`src/rtl/vga_timing_gen.sv`:
```
// vga_timing_gen
// 640x480@60 Hz VGA raster timing. The board clock is divided down to the
// pixel rate, and the horizontal/vertical counters advance once per pixel
// period. Sync, bright and strobe outputs are all registered and decoded from
// the next-state counter values, so they line up exactly with the counters
// being presented.

module vga_timing_gen #(
  parameter int CLK_DIV     = 4,    // board clocks per pixel, >= 2
  parameter int H_TOTAL     = 800,  // pixels per line
  parameter int H_SYNC      = 96,   // hSync low width, from hCount 0
  parameter int H_ACT_START = 144,  // first visible hCount
  parameter int H_ACT_END   = 783,  // last visible hCount
  parameter int V_TOTAL     = 525,  // lines per frame
  parameter int V_SYNC      = 2,    // vSync low width, from vCount 0
  parameter int V_ACT_START = 35,   // first visible vCount
  parameter int V_ACT_END   = 514   // last visible vCount
) (
  input  logic       clk,
  input  logic       rst,         // asynchronous, active low
  input  logic       en,          // run enable; low freezes the raster
  output logic [9:0] hCount,
  output logic [9:0] vCount,
  output logic       hSync,
  output logic       vSync,
  output logic       bright,
  output logic       pix_tick,
  output logic       line_tick,
  output logic       frame_tick
);

  // Divider width: at least one bit even for the smallest legal divide.
  localparam int DIV_W = (CLK_DIV > 2) ? $clog2(CLK_DIV) : 1;

  // Terminal and decode constants, sized to the counters they compare with.
  localparam logic [DIV_W-1:0] DIV_LAST  = DIV_W'(CLK_DIV - 1);
  localparam logic [9:0]       H_LAST    = 10'(H_TOTAL - 1);
  localparam logic [9:0]       V_LAST    = 10'(V_TOTAL - 1);
  localparam logic [9:0]       H_SYNC_C  = 10'(H_SYNC);
  localparam logic [9:0]       V_SYNC_C  = 10'(V_SYNC);
  localparam logic [9:0]       H_ACT_LO  = 10'(H_ACT_START);
  localparam logic [9:0]       H_ACT_HI  = 10'(H_ACT_END);
  localparam logic [9:0]       V_ACT_LO  = 10'(V_ACT_START);
  localparam logic [9:0]       V_ACT_HI  = 10'(V_ACT_END);

  // Inclusive unsigned window test used for the visible-area decode.
  function automatic logic in_window(input logic [9:0] val,
                                     input logic [9:0] lo,
                                     input logic [9:0] hi);
    return (val >= lo) && (val <= hi);
  endfunction

  // Sync is low for the first SYNC counts of the line/frame.
  function automatic logic sync_level(input logic [9:0] val,
                                      input logic [9:0] width);
    return (val >= width);
  endfunction

  // State and output flops.
  logic [DIV_W-1:0] div_q,    div_d;
  logic [9:0]       h_q,      h_d;
  logic [9:0]       v_q,      v_d;
  logic             hsync_q,  hsync_d;
  logic             vsync_q,  vsync_d;
  logic             bright_q, bright_d;
  logic             pix_q,    pix_d;
  logic             line_q,   line_d;
  logic             frame_q,  frame_d;

  // Advance strobe: divider at its terminal count on an enabled edge.
  logic             adv_s;

  // Pixel-rate divider: counts enabled clocks, flags an advance at terminal.
  always_comb begin
    div_d = div_q;
    adv_s = 1'b0;
    if (en) begin
      if (div_q >= DIV_LAST) begin
        // Out-of-range values are treated as terminal so the divider self-heals.
        div_d = {DIV_W{1'b0}};
        adv_s = 1'b1;
      end else begin
        div_d = div_q + {{(DIV_W-1){1'b0}}, 1'b1};
      end
    end else begin
      div_d = div_q;
    end
  end

  // Raster counters and strobes; strobes only ever fire on an advance.
  always_comb begin
    h_d     = h_q;
    v_d     = v_q;
    pix_d   = 1'b0;
    line_d  = 1'b0;
    frame_d = 1'b0;
    if (adv_s) begin
      pix_d = 1'b1;
      if (h_q >= H_LAST) begin
        h_d    = 10'd0;
        line_d = 1'b1;
        if (v_q >= V_LAST) begin
          v_d     = 10'd0;
          frame_d = 1'b1;
        end else begin
          v_d = v_q + 10'd1;
        end
      end else begin
        h_d = h_q + 10'd1;
      end
    end else begin
      h_d = h_q;
      v_d = v_q;
    end
  end

  // Sync/bright decode from the next-state counters for zero skew.
  always_comb begin
    hsync_d  = sync_level(h_d, H_SYNC_C);
    vsync_d  = sync_level(v_d, V_SYNC_C);
    bright_d = in_window(h_d, H_ACT_LO, H_ACT_HI) &&
               in_window(v_d, V_ACT_LO, V_ACT_HI);
  end

  // State register with asynchronous active-low clear of every output.
  always_ff @(posedge clk or negedge rst) begin
    if (!rst) begin
      div_q    <= {DIV_W{1'b0}};
      h_q      <= 10'd0;
      v_q      <= 10'd0;
      hsync_q  <= 1'b0;
      vsync_q  <= 1'b0;
      bright_q <= 1'b0;
      pix_q    <= 1'b0;
      line_q   <= 1'b0;
      frame_q  <= 1'b0;
    end else begin
      div_q    <= div_d;
      h_q      <= h_d;
      v_q      <= v_d;
      hsync_q  <= hsync_d;
      vsync_q  <= vsync_d;
      bright_q <= bright_d;
      pix_q    <= pix_d;
      line_q   <= line_d;
      frame_q  <= frame_d;
    end
  end

  assign hCount     = h_q;
  assign vCount     = v_q;
  assign hSync      = hsync_q;
  assign vSync      = vsync_q;
  assign bright     = bright_q;
  assign pix_tick   = pix_q;
  assign line_tick  = line_q;
  assign frame_tick = frame_q;

endmodule
```
`config.mk`:
```
export PLATFORM = sky130hd
export DESIGN_NAME = vga_timing_gen
export DESIGN_NICKNAME = d
export VERILOG_FILES = /design/src/rtl/vga_timing_gen.sv
export SDC_FILE = /design/constraint.sdc
export NUM_CORES = 1
export LEC_CHECK = 0
export CAP_MARGIN = 5
export CORE_ASPECT_RATIO = 0.6
export CORE_MARGIN = 4
export CORE_UTILIZATION = 37
export CTS_CLUSTER_SIZE = 12
export DETAILED_ROUTE_END_ITERATION = 7
export DONT_BUFFER_PORTS = 1
export HOLD_SLACK_MARGIN = 0.12
export SETUP_SLACK_MARGIN = 0.2
export SLEW_MARGIN = 10
export SYNTH_ARGS = -nofsm -noshare
export SYNTH_HDL_FRONTEND = slang
export SYNTH_SLANG_ARGS = --single-unit
```
`constraint.sdc`:
```
create_clock -name clk -period 2 [get_ports clk]
set_clock_uncertainty 0.05 [all_clocks]
set_input_delay 0.3 -clock clk [delete_from_list [all_inputs] [get_ports clk]]
set_output_delay 0.3 -clock clk [all_outputs]
set_load 0.02 [all_outputs]
```
==> run_results.csv, run 1 <==
group,metric,value,unit
grt,track_usage,17.0,%
sta,finalHoldViolations,0,
worst_hold_path,hp-class,"input pin to flop",
synth,synth-seq-cells,28,
critical_path,crit_path_end_kind,"flop",
sta,period_minus_slack,2.20,ns
floorplan,die_y,58.4,um
critical_path,worstPathRequired,2.17,ns
power,p_leak,1.17,nW
synth,synthTopCellsByCount,"dfrtp_1, nand2_1, nor2_1, o21ai_0, nand3_1",
floorplan,core,4100,sq um
grt,grt_max_degree,29,
grt,overflow,0,
synth,synth_nets,180,
synth,async_reset_ff_share,100,%
layout,area_growth_syn_to_layout,52.2,%
detailed_routing,wire_per_inst,15.7,um
clocking,htree_levels,1,
sta,relSlewSlack,72.9,%
layout,final_core_util,58.3,%
clocking,cts_tree,"done",
floorplan,initial_core_util,38.3,%
critical_path,cp_max_fo,7,
clocking,clk_latency,0.28,ns
synth,synth_edf_count,0,
place,gp_congestion,0.866,
synth,yosysMostFrequentCell,"dfrtp_1",
grt,antenna_found_initial,0,
synth,synth_top_flop_cell,"dfrtp_1",
critical_path,cp.arrival,2.37,ns
synth,yosysSeqAreaShare,44.7,%
sta,fin_ws,-0.197,ns
detailed_routing,dr.pass1.iters,4,
detailed_routing,drt-initial-drc-count,126,
detailed_routing,drc,0,
power,peakVddDrop,0.264,mV
clocking,clockBufferDepth,2,
synth,synthTopCellsByArea,"dfrtp_1, nand2_1, o21ai_0, nor2_1, nand3_1",
outcome,status,"complete, but fails checks",
floorplan,die-area,5380,sq um
place,numPortBuffers,0,
synth,syn_inst,173,
synth,yosysTopAreaCellShare,44.7,%
layout,drive_above_1_share,43.6,%
grt,grt_pass1_wl,7350,um
layout,fillers,359,
synth,syn_avg_cell_area,9.07,sq um
place,dpl.hpwl,3210,um
synth,yosys_warnings,0,
grt,grt_pass1_vias,1512,
outcome,violations,"negative setup slack",
floorplan,fp.dieW,92.1,um
synth,yosys.area.top_type,"dfrtp_1",
critical_path,path_class,"flop to flop",
clocking,cts.sinks,28,
sta,fmax,0.455,GHz
clocking,clk_pin_slew,0.10,ns
sta,rsz0062_at_grt,"true",
clocking,numCtsBuffers,3,
sta,tightest_slew,0.402,ns
floorplan,ios,29,
synth,syn-cell-area,1570,sq um
detailed_routing,wirelength,4630,um
detailed_routing,via_per_inst,5.27,
run,max-cap-violations,0,
detailed_routing,ant_nets,0,
sta,tns,-0.483,ns
sta,slew_violations,0,
synth,synth_cell_types,49,
floorplan,row_count,18,
layout,diodes,0,
clocking,root_buffer,"clkbuf_8",
layout,nets,244,
sta,fin_crit_sh,110,%
power,p_per_area,588,nW/um^2
critical_path,start_kind,"flop",
sta,finalSetupViolations,3,
detailed_routing,num_vias,1559,
[what timing repair did]
item / in CTS / in global routing
hold endpoints to repair: 29 / 1
setup buffers: 2 / 8
pin swaps: 5 / 18
resized for setup: 3 / 33
hold buffers: 3 / 1
setup endpoints to repair: 6 / 11
[report_power, final]
| group | total, mW | leakage [nW] | switching, mW | internal, mW |
|---|---|---|---|---|
| registers | 0.709 | 0.369 | 0.0749 | 0.634 |
| logic | 0.376 | 0.774 | 0.204 | 0.173 |
| clock network | 0.320 | 0.0228 | 0.176 | 0.143 |
| total | 1.41 | 1.17 | 0.455 | 0.950 |
[layer usage]
| metal | global-route usage (%) | wire length (um) | vias to the layer above |
|---|---|---|---|
| li1 | - | - | 741 |
| met5 | 0 | 0 | - |
| met3 | 4.34 | 213 | 8 |
| met4 | 2.75 | 48 | 0 |
| met2 | 27.9 | 2230 | 39 |
| met1 | 23.5 | 2140 | 771 |
[final cells by class]
type                       count  area (sq um)  share of cell area, %
timing repair buffer          64           532                   22.3
inverter                       7          31.3                   1.31
clock buffer                   4          45.0                   1.89
multi-input combinational    133          1000                   42.0
sequential                    28           703                   29.4
tap                           60          75.1                   3.14
[sequential cells by signal (all words and copies together) (netlist names)]
register	flops
hSync	1
vSync	1
pix_tick	1
line_tick	1
bright	1
vCount	10
hCount	10
div_q	2
frame_tick	1
[metrics by stage]
stage	cell area [sq um]	setup slack (ns)	power (mW)	cells	hold WS, ns
after floorplan	1630	-0.107	0.910	173	-0.0456
after global placement	2040	-0.0832	1.04	278	-0.0447
after detailed placement	2040	-0.155	1.06	278	-0.0450
after CTS	2160	-0.157	1.42	287	0.123
after global routing	2390	-0.300	1.49	296	0.319
final	2390	-0.197	1.41	296	0.314
[worst max-delay path, cell delays in order, from the launching register on]
cell	delay, ns
dfrtp_2	0.40
ha_4	0.16
nand4_4	0.10
a211o_4	0.40
inv_6	0.10
o21ai_2	0.07
a221oi_2	0.29
o211a_1	0.23
and3_1	0.17
o211a_1	0.16
[logic make-up (layout without fill, tap and decap cells)]
| logic type | count (synthesis) | count (layout) | synth area share (%) |
|---|---|---|---|
| flip-flops | 28 | 28 | 44.7 |
| adder cells (fa/ha/maj) | 4 | 4 | 3.19 |
| multiplexers | 3 | 3 | 2.07 |
| XOR/XNOR | 6 | 6 | 3.35 |
| AND/OR/NAND/NOR | 76 | 76 | 24.4 |
| buffers and inverters | 12 | 75 | 3.59 |
| AO/OA/AOI/OAI | 44 | 44 | 18.7 |
[final timing paths]
path	slack (ns)	from	endpoint	cells past startpoint
worst max register to register	-0.20	hCount[1]$_DFF_PN0_	bright$_DFF_PN0_	9
worst max-delay path	-0.20	hCount[1]$_DFF_PN0_	bright$_DFF_PN0_	9
min in group asynchronous	0.39	rst	vCount[8]$_DFF_PN0_	2
max in group asynchronous	1.34	rst	bright$_DFF_PN0_	2
worst min-delay path	0.31	en	pix_tick$_DFF_PN0_	3
worst min register to register	0.50	div_q[1]$_DFFE_PN0P_	div_q[1]$_DFFE_PN0P_	1
[placed cells by master, fill, tap and decap left out, types with 4 or more instances in the layout]
| cell type | n |
|---|---|
| nor2_1 | 16 |
| o21ai_2 | 4 |
| buf_4 | 54 |
| nand3_1 | 9 |
| inv_1 | 5 |
| buf_6 | 5 |
| nand2_1 | 23 |
| a21oi_1 | 4 |
| o21ai_0 | 12 |
| dfrtp_1 | 26 |
(Power assumes the default switching activity.)
==> run 2: changes to the inputs <==
Clock period 2 ns to 2.3 ns, I/O delays scaled along.
==> run 2 against run 1 <==
Design area down 12%. Core utilization down 6.9 points. Global-route usage down 0.73 points. Register-to-register slack better by 0.26 ns. Combinational power down 11%. Critical path depth unchanged. The run now ends clean. Sequential share of layout area up 4.0 points. First-iteration DRC count up 22%. Sequential power down 14%. Largest cell class unchanged. Highest routed layer unchanged. Maximum frequency down 1.6%.
==> run_results.csv, run 2 (synthesized netlist as in run 1, its figures left out) <==
group,metric,value,unit
outcome,status,"finished, final reports clean",
place,numPortBuffers,0,
grt,grt_pass1_vias,1365,
layout,nets,223,
sta,finalHoldViolations,0,
clocking,clockBufferDepth,2,
critical_path,crit_path_end_kind,"flop",
power,p_per_area,580,nW/um^2
grt,antenna_found_initial,0,
layout,fillers,385,
floorplan,die_y,58.4,um
power,power_frac_seq,50.0,%
detailed_routing,wire_per_inst,16.2,um
clocking,cts_tree,"done",
floorplan,initial_core_util,38.3,%
layout,drive_above_1_share,33.0,%
layout,mostFrequentLayoutCells,"buf_4, dfrtp_1, nand2_1",
critical_path,critPathBufInv,1,
detailed_routing,via_per_inst,5.55,
layout,layout_commonest_cell,"buf_4",
sta,rsz0062_at_grt,"true",
power,p_sw_share,32.3,%
detailed_routing,ant_nets,0,
critical_path,path_class,"flop to flop",
sta,finalSetupViolations,0,
floorplan,ios,29,
layout,area_growth_syn_to_layout,34.2,%
clocking,htree_levels,1,
critical_path,cpMaxStageDelayCell,"a2111oi_0",
layout,diodes,0,
grt,grt_pass1_wl,6940,um
place,gp_congestion,0.960,
sta,finalHoldWorstSlack,0.178,ns
clocking,clk_latency,0.28,ns
power,peakVddDrop,0.247,mV
detailed_routing,dr.pass1.iters,4,
critical_path,reg2reg_slack,0.07,ns
worst_hold_path,hp-class,"input pin to flop",
clocking,cts.sinks,28,
floorplan,fp.dieW,92.1,um
sta,period_minus_slack,2.23,ns
power,p_sw,394,uW
grt,track_usage,16.3,%
critical_path,cp_max_fo,3,
sta,relSlewSlack,68.1,%
power,power_frac_clock,22.7,%
power,intPower,828,uW
detailed_routing,drt-initial-drc-count,154,
sta,fin_crit_sh,97.1,%
clocking,clk_pin_slew,0.10,ns
detailed_routing,wirelength,4460,um
power,p_leak,0.988,nW
critical_path,worstPathRequired,2.42,ns
floorplan,row_count,18,
critical_path,start_kind,"flop",
sta,fmax,0.448,GHz
sta,tightest_slew,0.467,ns
power,total_power,1.22,mW
floorplan,core,4100,sq um
detailed_routing,drc,0,
grt,grt_max_degree,29,
power,combPwrFrac,27.3,%
run,max-cap-violations,0,
critical_path,cpLargestDelayFamily,"compound AO/OA/AOI/OAI gates",
clocking,numCtsBuffers,3,
critical_path,path_cells,"ha_4 > nand4_4 > buf_4 > a2111oi_0 > o21ai_0 > nand3_1 > a21boi_4 > and3_1 > o211a_1",
grt,overflow,0,
floorplan,die-area,5380,sq um
sta,slew_violations,0,
place,dpl.hpwl,3050,um
clocking,root_buffer,"clkbuf_8",
critical_path,cp.arrival,2.35,ns
critical_path,cpPeakStageDelay,0.45,ns
detailed_routing,num_vias,1526,
==> run 2: changes by cell type in the layout (fill, tap and decap cells not counted), moves of 2 or more <==
cell	before	now
buf_4	54	39
buf_6	5	2
dlygate4sd3_1	3	1
nand2_1	23	25
nand2_2	3	1
nor2_1	16	18
o21ai_0	12	14
o21ai_2	4	1
==> run 2: final cells by class <==
| cell class | instances | area [sq um] | area share (%) |
|---|---|---|---|
| tap | 60 | 75.1 | 3.57 |
| clock buffer | 4 | 45.0 | 2.14 |
| timing repair buffer | 43 | 345 | 16.4 |
| multi-input combinational | 133 | 906 | 43.0 |
| inverter | 7 | 31.3 | 1.49 |
| sequential | 28 | 703 | 33.4 |
==> run 2: worst paths after layout <==
check / start / endpoint / cells after the start
max: hCount[1]$_DFF_PN0_ / bright$_DFF_PN0_ / 9
min: en / div_q[1]$_DFFE_PN0P_ / 1
max reg2reg: hCount[1]$_DFF_PN0_ / bright$_DFF_PN0_ / 9
min reg2reg: div_q[1]$_DFFE_PN0P_ / div_q[1]$_DFFE_PN0P_ / 1
max in group asynchronous: rst / hCount[9]$_DFF_PN0_ / 2
min in group asynchronous: rst / vCount[5]$_DFF_PN0_ / 2
==> run 2: worst register-to-register path, cell delays in order (launching register included) <==
cell and delay (ns):
dfrtp_2 0.40, ha_4 0.16, nand4_4 0.09, buf_4 0.16, a2111oi_0 0.45, o21ai_0 0.18, nand3_1 0.18, a21boi_4 0.09
and3_1 0.15, o211a_1 0.21
==> run 2: power by group through the flow <==
stage          sequential, mW  clock [mW]  combinational (mW)
2_1_floorplan           0.669           0               0.122
3_3_place_gp            0.614           0               0.264
4_1_cts                 0.609       0.292               0.299
3_5_place_dp            0.618           0               0.271
5_1_grt                 0.619       0.311               0.372
6_report                0.611       0.277               0.333
==> run 2: routing by layer <==
layer / vias to the layer above / routed length, um / track usage, % / share of wire, %
met1: 759 / 1970 / 22.3 / 44
met2: 55 / 2110 / 26.9 / 47
li1: 706 / - / - / -
met4: 0 / 55 / 3.38 / 1.2
met5: - / 0 / 0 / 0
met3: 6 / 320 / 3.83 / 7.2
==> run 2: metrics by stage <==
stage | instances | cell area (sq um) | util, % | setup WS, ns | setup TNS, ns
after floorplan | 173 | 1610 | - | 0.193 | 0
after global placement | 255 | 1850 | 45.2 | 0.161 | 0
after detailed placement | 255 | 1850 | 45.2 | 0.103 | 0
after CTS | 267 | 2010 | 49.0 | 0.201 | 0
after global routing | 275 | 2110 | 51.4 | -0.0185 | -0.0185
final | 275 | 2110 | 51.4 | 0.0672 | 0
==> run 2: timing repair <==
item / in CTS / in global routing
hold endpoints to repair: 28 / 0
hold buffers: 2 / 0
buffers inserted: 6 / 8
gates resized for setup: 8 / 9
setup endpoints to repair: 2 / 3
pin swaps: 8 / 9
==> run 3: changes to the inputs <==
Settings changed: SLEW_MARGIN 10 to 20.
==> results of run 3 <==
No change in the layout: final DEF, timing and power equal those of run 2.
